$ cat src/rtl/round_check_pkg.sv
// Shared game definitions for the round checker: controller states,
// button encoding, round-length limits and small step helpers.
package round_check_pkg;

  // Highest round_len value a player can reach; a correct round here wins.
  localparam int MAX_ROUND_DEF = 15;

  // Width of round lengths / step indices and of a button symbol.
  localparam int LEN_W = 4;
  localparam int BTN_W = 2;

  typedef logic [LEN_W-1:0] len_t;
  typedef logic [BTN_W-1:0] btn_code_t;

  // Controller states.
  typedef enum logic [1:0] {
    ST_IDLE = 2'd0,
    ST_WAIT = 2'd1,
    ST_WIN  = 2'd2
  } state_t;

  // 2-bit button encoding shared with the pattern source and the panel.
  typedef enum logic [BTN_W-1:0] {
    BTN_RED    = 2'd0,
    BTN_GREEN  = 2'd1,
    BTN_BLUE   = 2'd2,
    BTN_YELLOW = 2'd3
  } btn_t;

  // The step under check is the final one of the round. Using >= keeps
  // exp_idx from ever running past round_len, even if round_len is
  // disturbed while a round is in progress.
  function automatic logic is_last_step(input len_t idx, input len_t len);
    return (idx >= len);
  endfunction

  // A press matches when it carries the symbol expected for this step.
  function automatic logic is_match(input btn_code_t pressed, input btn_code_t expected);
    return (pressed == expected);
  endfunction

endpackage

$ cat src/rtl/round_check_timer.sv
// Inactivity timer for the round checker. Counts idle cycles while enabled,
// flags expiry once TIMEOUT-1 idle cycles have already elapsed, and holds at
// that terminal count rather than wrapping.
module round_timer #(
  parameter int TIMEOUT = 1000,
  parameter int TW      = 10
) (
  input  logic clk,
  input  logic rst_n,
  input  logic clr,
  input  logic en,
  output logic expired
);

  localparam logic [TW-1:0] TC = TW'(TIMEOUT - 1);

  logic [TW-1:0] r_cnt;
  logic          w_at_tc;

  assign w_at_tc = (r_cnt == TC);
  assign expired = w_at_tc;

  // Idle counter: clear wins over count, saturate at terminal count.
  always_ff @(posedge clk or negedge rst_n) begin
    if (!rst_n) begin
      r_cnt <= '0;
    end else if (clr) begin
      r_cnt <= '0;
    end else if (en && !w_at_tc) begin
      r_cnt <= r_cnt + 1'b1;
    end
  end

endmodule

$ cat src/rtl/round_check.sv
// Round checker for a memory game: compares player presses against the
// expected pattern, requests the next round length from the external
// sequence memory, and reports wrong presses, timeouts and wins.
//
//   state   | meaning
//   --------+-------------------------------------------------------------
//   ST_IDLE | no round open; waits for start, presses are ignored
//   ST_WAIT | input phase; checks presses, idle timer running
//   ST_WIN  | final round completed; holds win until start
module round_check
  import round_check_pkg::*;
#(
  parameter int MAX_ROUND = MAX_ROUND_DEF,
  parameter int TIMEOUT   = 1000,
  parameter int TW        = 10
) (
  input  logic             clk,
  input  logic             rst_n,
  input  logic             start,
  input  logic [LEN_W-1:0] round_len,
  input  logic             btn_valid,
  input  logic [BTN_W-1:0] btn_id,
  input  logic [BTN_W-1:0] exp_id,
  output logic [LEN_W-1:0] exp_idx,
  output logic             load,
  output logic [LEN_W-1:0] next_len,
  output logic             busy,
  output logic             fail,
  output logic             win
);

  localparam len_t MAX_LEN = len_t'(MAX_ROUND);

  state_t r_state;
  state_t w_state_nxt;

  len_t r_exp_idx;
  logic r_load;
  len_t r_next_len;
  logic r_fail;

  len_t w_exp_idx_d;
  logic w_load_d;
  len_t w_next_len_d;
  logic w_fail_d;

  logic w_in_wait;
  logic w_hit;
  logic w_miss;
  logic w_last;
  logic w_at_max;
  logic w_tmo;
  logic w_tmr_clr;
  logic w_tmr_en;
  logic w_expired;

  // Press classification for the step under check.
  assign w_in_wait = (r_state == ST_WAIT);
  assign w_hit     = w_in_wait && btn_valid && is_match(btn_id, exp_id);
  assign w_miss    = w_in_wait && btn_valid && !is_match(btn_id, exp_id);
  assign w_last    = is_last_step(r_exp_idx, round_len);
  assign w_at_max  = (round_len >= MAX_LEN);
  // A press in the expiry cycle is handled as a press, never as a timeout.
  assign w_tmo     = w_in_wait && !btn_valid && w_expired;

  // The timer idles at zero outside the input phase, so every round starts
  // from a fresh count; each correct intermediate press restarts it.
  assign w_tmr_clr = !w_in_wait || (w_hit && !w_last);
  assign w_tmr_en  = w_in_wait && !btn_valid;

  round_timer #(
    .TIMEOUT (TIMEOUT),
    .TW      (TW)
  ) u_timer (
    .clk     (clk),
    .rst_n   (rst_n),
    .clr     (w_tmr_clr),
    .en      (w_tmr_en),
    .expired (w_expired)
  );

  // State register.
  always_ff @(posedge clk or negedge rst_n) begin
    if (!rst_n) begin
      r_state <= ST_IDLE;
    end else begin
      r_state <= w_state_nxt;
    end
  end

  // Next-state decode.
  always_comb begin
    w_state_nxt = r_state;
    unique case (r_state)
      ST_IDLE: begin
        if (start) begin
          w_state_nxt = ST_WAIT;
        end
      end
      ST_WAIT: begin
        if (w_hit && w_last) begin
          w_state_nxt = w_at_max ? ST_WIN : ST_IDLE;
        end else if (w_miss || w_tmo) begin
          w_state_nxt = ST_IDLE;
        end
      end
      ST_WIN: begin
        if (start) begin
          w_state_nxt = ST_IDLE;
        end
      end
      default: begin
        w_state_nxt = ST_IDLE;
      end
    endcase
  end

  // Next values of the registered outputs; pulses default back to zero.
  always_comb begin
    w_exp_idx_d  = r_exp_idx;
    w_load_d     = 1'b0;
    w_next_len_d = '0;
    w_fail_d     = 1'b0;
    unique case (r_state)
      ST_IDLE: begin
        if (start) begin
          w_exp_idx_d = '0;
        end
      end
      ST_WAIT: begin
        if (w_hit && !w_last) begin
          w_exp_idx_d = r_exp_idx + 1'b1;
        end else if (w_hit && w_last) begin
          w_exp_idx_d = '0;
          if (!w_at_max) begin
            w_load_d     = 1'b1;
            w_next_len_d = round_len + 1'b1;
          end
        end else if (w_miss || w_tmo) begin
          // Restart the game from the shortest round.
          w_exp_idx_d  = '0;
          w_load_d     = 1'b1;
          w_next_len_d = '0;
          w_fail_d     = 1'b1;
        end
      end
      ST_WIN: begin
        if (start) begin
          w_load_d     = 1'b1;
          w_next_len_d = '0;
        end
      end
      default: begin
        w_exp_idx_d = '0;
      end
    endcase
  end

  // Output registers.
  always_ff @(posedge clk or negedge rst_n) begin
    if (!rst_n) begin
      r_exp_idx  <= '0;
      r_load     <= 1'b0;
      r_next_len <= '0;
      r_fail     <= 1'b0;
    end else begin
      r_exp_idx  <= w_exp_idx_d;
      r_load     <= w_load_d;
      r_next_len <= w_next_len_d;
      r_fail     <= w_fail_d;
    end
  end

  assign exp_idx  = r_exp_idx;
  assign load     = r_load;
  assign next_len = r_next_len;
  assign fail     = r_fail;
  assign busy     = (r_state == ST_WAIT);
  assign win      = (r_state == ST_WIN);

endmodule
$ cat config.mk
export PLATFORM = sky130hd
export DESIGN_NAME = round_check
export DESIGN_NICKNAME = d
export VERILOG_FILES = /design/src/rtl/round_check_pkg.sv /design/src/rtl/round_check_timer.sv /design/src/rtl/round_check.sv
export SDC_FILE = /design/constraint.sdc
export NUM_CORES = 1
export LEC_CHECK = 0
export ABC_AREA = 0
export CELL_PAD_IN_SITES_DETAIL_PLACEMENT = 0
export CELL_PAD_IN_SITES_GLOBAL_PLACEMENT = 1
export CORE_UTILIZATION = 40
export DETAILED_ROUTE_END_ITERATION = 7
export PLACE_DENSITY = 0.77
export SLEW_MARGIN = 40
export SYNTH_ARGS = -nofsm -noshare
export SYNTH_HDL_FRONTEND = slang
export SYNTH_SLANG_ARGS = --single-unit
$ cat constraint.sdc
create_clock -name clk -period 2.51 [get_ports clk]
set_clock_uncertainty 0.1 [all_clocks]
set_input_delay 0.502 -clock clk [delete_from_list [all_inputs] [get_ports clk]]
set_output_delay 0.502 -clock clk [all_outputs]
set_load 0.01 [all_outputs]
==> results of run 1 <==
-- worst max path at each step --
| stage | startpoint | endpoint | slack [ps] | cells past startpoint |
|---|---|---|---|---|
| 2_1_floorplan | round_len[0] | r_state[0]$_DFFE_PN0P_ | 350 | 6 |
| 3_3_place_gp | round_len[0] | r_state[0]$_DFFE_PN0P_ | -90 | 7 |
| 3_5_place_dp | round_len[0] | r_state[0]$_DFFE_PN0P_ | -120 | 7 |
| 4_1_cts | r_state[1]$_DFFE_PN0P_ | busy | 160 | 3 |
| 5_1_grt | r_state[1]$_DFFE_PN0P_ | busy | 100 | 3 |
| 6_report | r_state[1]$_DFFE_PN0P_ | busy | 180 | 3 |
-- state kept, by name, indices dropped and copies added, names as in the netlist --
| signal | count |
|---|---|
| load | 1 |
| exp_idx | 4 |
| r_state | 2 |
| fail | 1 |
| next_len | 4 |
| u_timer.r_cnt | 10 |
-- final cells by class --
class	instances	area share (%)
clock buffers	3	1.32
repair buffers	34	19.1
flip-flops and latches	22	32.3
inverters	9	1.98
well taps	44	3.23
multi-input cells	96	42.1
-- synthesized netlist by cell type --
cell,count
and2_1,2
nor3_1,2
a22oi_1,1
mux2_2,1
o21ai_2,1
nor2_1,15
or2_4,1
nand2_2,1
o21a_1,1
nor2b_1,1
xnor2_1,3
nand2b_1,2
or3_1,1
a211oi_1,2
and3_1,5
mux2i_1,1
o21bai_1,1
ha_1,10
nand2_1,8
o31ai_4,1
nand3b_1,1
a21oi_1,4
a2bb2oi_1,1
nor3b_1,2
o2bb2ai_1,2
nand3_1,4
o21ai_1,2
dfrtp_1,22
xor2_1,8
nand4_1,4
o31ai_2,1
and2b_1,1
o211ai_1,1
o21ai_0,2
inv_1,9
a2111oi_4,1
nand2b_4,1
nand4b_4,1
-- kinds of logic (layout without fill, tap and decap cells) --
group	after synthesis	after routing	synth area share, %
muxes	2	2	1.63
xor gates and xnor gates	11	11	7.40
and+or+nand+nor	52	52	22.5
buffers and inverters	9	46	2.60
adders and majority gates	10	10	9.62
AOI/OAI and AO/OA	21	21	13.9
DFF	22	22	42.3
-- metrics by stage --
step	utilization, %	hold WS (ps)	std cells
2_1_floorplan	-	106	127
3_3_place_gp	54.6	405	205
3_5_place_dp	54.6	408	205
4_1_cts	55.4	433	208
5_1_grt	55.4	455	208
6_report	55.4	434	208
-- power groups by stage --
stage	Clock, mW	Sequential (mW)	Combinational [mW]
after floorplan	0	0.417	0.195
after global placement	0	0.415	0.374
after detailed placement	0	0.417	0.382
after CTS	0.171	0.410	0.385
after global routing	0.183	0.415	0.414
final	0.160	0.409	0.378
-- routing by layer --
metal	track usage, %	share of wire (%)	vias to the layer above
li1	-	-	519
met1	20.9	45	501
met2	33.4	51	15
met3	2.62	2.6	5
met4	7.14	1.6	0
met5	0	0	-
-- critical path, cell delays in order (launching register included) --
cell             delay [ps]
dfrtp_1                 420
inv_1                   100
ha_1                    320
clkdlybuf4s50_1         590
==> impl_metrics.env, run 1 <==
export IMPL_status="completed"
export IMPL_worstHoldStart="r_state[1]$_DFFE_PN0P_"
export IMPL_p_sw_share_pct=32.4
export IMPL_drt_iter0_drc=46
export IMPL_fp_dieW_um=59.0
export IMPL_fin_ws_ps=182
export IMPL_p_total_mw=0.947
export IMPL_cts_sinks=22
export IMPL_grt_pass1_wl_um=4710
export IMPL_grt_max_degree=23
export IMPL_post_route_drc_count=0
export IMPL_setup_tns_ps=0
export IMPL_dieArea_um2=3490
export IMPL_hold_end="r_state[1]$_DFFE_PN0P_"
export IMPL_fillers=289
export IMPL_rsz0062_at_grt="false"
export IMPL_die_h_um=59.0
export IMPL_numPortBuffers=23
export IMPL_placed_cell_area_um2=1680
export IMPL_ys_seq_area_share_pct=42.3
export IMPL_drive_above_1_share_pct=14.0
export IMPL_cap_violations=0
export IMPL_final_common_cell="clkdlybuf4s50_1"
export IMPL_ys_ff_latch=22
export IMPL_netlist_top_cells_area="dfrtp_1 (42%), ha_1 (9.6%), xor2_1 (5.4%)"
export IMPL_synth_top_area_cell="dfrtp_1"
export IMPL_ios=24
export IMPL_vias_per_cell=5.00
export IMPL_power_frac_seq_pct=43.2
export IMPL_setup_viol_count_final=0
export IMPL_slew_viol_final=0
export IMPL_required_ps=1910
export IMPL_initial_utilization_pct=42.3
export IMPL_multi_input_area_um2=717
export IMPL_grt_usage_pct=18.1
export IMPL_holdPathStages=1
export IMPL_antenna_found_initial=0
export IMPL_syn_num_nets=149
export IMPL_power_density_nw_per_um2=556
export IMPL_dp_hpwl_um=2060
export IMPL_nets=188
export IMPL_core_um2=3080
export IMPL_dpl_worst_slack_ps=-121
export IMPL_grt_pass1_vias=1112
export IMPL_fmax_ghz=0.430
export IMPL_power_leakage_nw=0.805
export IMPL_path_class="reg -> out"
export IMPL_clockBufferDepth=2
export IMPL_regArea_um2=551
export IMPL_layout_common_cells="clkdlybuf4s50_1 (23), dfrtp_1 (22), nor2_1 (15)"
export IMPL_worstReg2RegStart="exp_idx[0]$_DFFE_PN0P_"
export IMPL_p_int_mw=0.640
export IMPL_endpoint_kind="primary output"
export IMPL_clk_pin_slew_ps=110
export IMPL_diodes=0
export IMPL_ctsResizeCount=0
export IMPL_wl_per_cell_um=12.7
export IMPL_gp_congestion=0.801
export IMPL_clkLatencyLatePin_ps=310
export IMPL_switchingPower_mw=0.307
export IMPL_rrSetupSlack_ps=320
export IMPL_rows=20
export IMPL_synthCells=127
export IMPL_hp_class="reg -> reg"
export IMPL_ctsHtreeMaxLevel=1
export IMPL_cp_data_arrival_time_ps=1730
export IMPL_postRouteWirelength_um=2650
export IMPL_clkPwrFrac_pct=16.9
export IMPL_yosysWarnings=0
export IMPL_avgSynthCellArea_um2=10.2
export IMPL_startpoint_type="register"
export IMPL_area_delta_synth_final_pct=31.0
export IMPL_cts_setup_buffers=0
export IMPL_cts_tree="done"
export IMPL_tightest_slew_ps=358
export IMPL_drtAntennaViolNets=0
export IMPL_slew_limit_headroom_pct=76.0
export IMPL_period_needed_ps=2330
export IMPL_r2r_end="r_state[0]$_DFFE_PN0P_"
export IMPL_hold_viol=0
export IMPL_finalInstanceArea_um2=1700
export IMPL_critPathMaxFanout=7
export IMPL_root_buffer="clkbuf_4"
export IMPL_synthesis_area_um2=1300
export IMPL_first_pass_iters=4
export IMPL_fin_crit_sh_pct=92.7
export IMPL_vias=1040
export IMPL_cts_hold_buf=0
export IMPL_ys_types=38
export IMPL_cts_buffers_inserted=3
export IMPL_synth_top_area_share_pct=42.3
export IMPL_gr_total_overflow=0
export IMPL_ir_drop_uv=275
export IMPL_power_frac_comb_pct=39.9
export IMPL_r2r_cells=7
Power figures use the tool's default switching activity.
==> run 2, diff against run 1 <==
--- a/constraint.sdc
+++ b/constraint.sdc
@@ -4,2 +4,2 @@
 set_output_delay 0.502 -clock clk [all_outputs]
-set_load 0.01 [all_outputs]
+set_load 0.05 [all_outputs]
==> run 2 against run 1 <==
Clock power rose by 77%. Wire length rose by 0.53%. Clock-buffer cell count did not move. Fmax rose by 1.7%. Cell count rose by 0.48%.
==> impl_metrics.env, run 2 (synthesis gave the netlist of run 1 again) <==
export IMPL_period_needed_ps=2290
export IMPL_ctsHtreeMaxLevel=1
export IMPL_largest_reg_flops=10
export IMPL_fp_dieW_um=59.0
export IMPL_cts_sinks=22
export IMPL_status="completed"
export IMPL_cap_violations=0
export IMPL_first_pass_iters=4
export IMPL_clockBufferDepth=2
export IMPL_power_frac_seq_pct=36.1
export IMPL_nets=188
export IMPL_hp_class="in -> async"
export IMPL_power_density_nw_per_um2=655
export IMPL_endpoint_kind="register"
export IMPL_p_int_mw=0.742
export IMPL_rrSetupSlack_ps=320
export IMPL_slew_viol_final=0
export IMPL_path_class="in -> reg"
export IMPL_grt_usage_pct=18.4
export IMPL_worstReg2RegStart="exp_idx[0]$_DFFE_PN0P_"
export IMPL_rows=20
export IMPL_post_route_drc_count=0
export IMPL_path_delay_family="compound AO/OA/AOI/OAI gates"
export IMPL_path_cells="clkdlybuf4s50_1 > ha_1 > nand2b_4 > a2111oi_4 > o211ai_1 > nand3_1 > mux2_2"
export IMPL_rsz0062_at_grt="false"
export IMPL_initial_utilization_pct=42.3
export IMPL_cts_buffers_inserted=3
export IMPL_startpoint_type="input pin"
export IMPL_crit_buf_inv=1
export IMPL_grt_pass1_vias=1062
export IMPL_setup_tns_ps=0
export IMPL_ios=24
export IMPL_r2r_cells=7
export IMPL_drtAntennaViolNets=0
export IMPL_r2r_end="r_state[0]$_DFFE_PN0P_"
export IMPL_drt_iter0_drc=45
export IMPL_gr_total_overflow=0
export IMPL_dp_hpwl_um=2000
export IMPL_vias_per_cell=4.97
export IMPL_postRouteWirelength_um=2660
export IMPL_placed_cell_area_um2=1680
export IMPL_cts_tree="done"
export IMPL_wl_per_cell_um=12.7
export IMPL_cts_setup_buffers=0
export IMPL_required_ps=2630
export IMPL_clk_pin_slew_ps=130
export IMPL_diodes=0
export IMPL_setup_viol_count_final=0
export IMPL_dieArea_um2=3490
export IMPL_cp_data_arrival_time_ps=2410
export IMPL_drive_above_1_share_pct=15.2
export IMPL_core_um2=3080
export IMPL_critPathMaxFanout=3
export IMPL_grt_pass1_wl_um=4710
export IMPL_p_sw_share_pct=34.5
export IMPL_area_delta_synth_final_pct=33.0
export IMPL_hold_viol=0
export IMPL_clkPwrFrac_pct=25.0
export IMPL_fmax_ghz=0.437
export IMPL_crit_slowest_cell="clkdlybuf4s50_1"
export IMPL_switchingPower_mw=0.390
export IMPL_grt_max_degree=23
export IMPL_fin_crit_sh_pct=91.2
export IMPL_ir_drop_uv=359
export IMPL_regMostFlops="u_timer.r_cnt"
export IMPL_final_common_cell="dfrtp_1"
export IMPL_tightest_slew_ps=503
export IMPL_ctsResizeCount=1
export IMPL_root_buffer="clkbuf_4"
export IMPL_cts_hold_buf=0
export IMPL_vias=1039
export IMPL_finalInstanceArea_um2=1730
export IMPL_layout_common_cells="dfrtp_1 (22), clkdlybuf4s50_1 (21), nor2_1 (15)"
export IMPL_clkLatencyLatePin_ps=320
export IMPL_slew_limit_headroom_pct=66.4
export IMPL_power_frac_comb_pct=38.9
export IMPL_numPortBuffers=23
export IMPL_fin_util_pct=56.2
export IMPL_gp_congestion=0.796
export IMPL_antenna_found_initial=0
export IMPL_die_h_um=59.0
export IMPL_power_leakage_nw=0.825
export IMPL_slowest_delay_ps=420
-- run 2: cell types whose count changed in the layout (fill, tap and decap cells not counted), sizes merged --
| cell | previous run | this run |
|---|---|---|
| buf | 11 | 12 |
| bufinv | 0 | 1 |
| clkdlybuf4s50 | 23 | 21 |
| dlygate4sd2 | 0 | 1 |
-- run 2: stage by stage --
step / setup slack [ps] / cells / hold slack (ps) / power [mW]
floorplan: 55.7 / 127 / 106 / 0.674
global placement: -93.2 / 205 / 406 / 0.848
detailed placement: -123 / 205 / 410 / 0.856
CTS: 219 / 209 / 422 / 1.15
global route: 137 / 209 / 414 / 1.20
finish: 221 / 209 / 414 / 1.13
-- run 2: area by class of cell --
cell class / instances / area (µm²)
Fill cell: 294 / 1350
Multi-Input combinational cell: 96 / 717
Sequential cell: 22 / 551
Timing Repair Buffer: 34 / 322
Tap cell: 44 / 55.1
Inverter: 9 / 33.8
Clock inverter: 1 / 30.0
Clock buffer: 3 / 22.5
-- run 2: metal layers --
layer | routed length (µm) | vias up | share of wire [%] | global-route usage [%]
li1 | - | 520 | - | -
met1 | 1190 | 493 | 45 | 21.5
met2 | 1320 | 20 | 49 | 32.3
met3 | 105 | 6 | 3.9 | 4.37
met4 | 51 | 0 | 1.9 | 7.48
met5 | 0 | - | 0 | 0
-- run 2: worst max path at each step --
stage	cells after the start	end	start
4_1_cts	7	r_state[0]$_DFFE_PN0P_	round_len[0]
6_report	7	r_state[0]$_DFFE_PN0P_	round_len[0]
3_5_place_dp	7	r_state[0]$_DFFE_PN0P_	round_len[0]
2_1_floorplan	7	r_state[0]$_DFFE_PN0P_	exp_idx[0]$_DFFE_PN0P_
5_1_grt	7	r_state[0]$_DFFE_PN0P_	round_len[0]
3_3_place_gp	7	r_state[0]$_DFFE_PN0P_	round_len[0]
-- run 2: power by group through the flow --
stage,logic [mW],registers (mW),clock network (mW)
2_1_floorplan,0.222,0.453,0
3_3_place_gp,0.433,0.416,0
3_5_place_dp,0.440,0.416,0
4_1_cts,0.446,0.410,0.291
5_1_grt,0.482,0.414,0.307
6_report,0.440,0.409,0.283
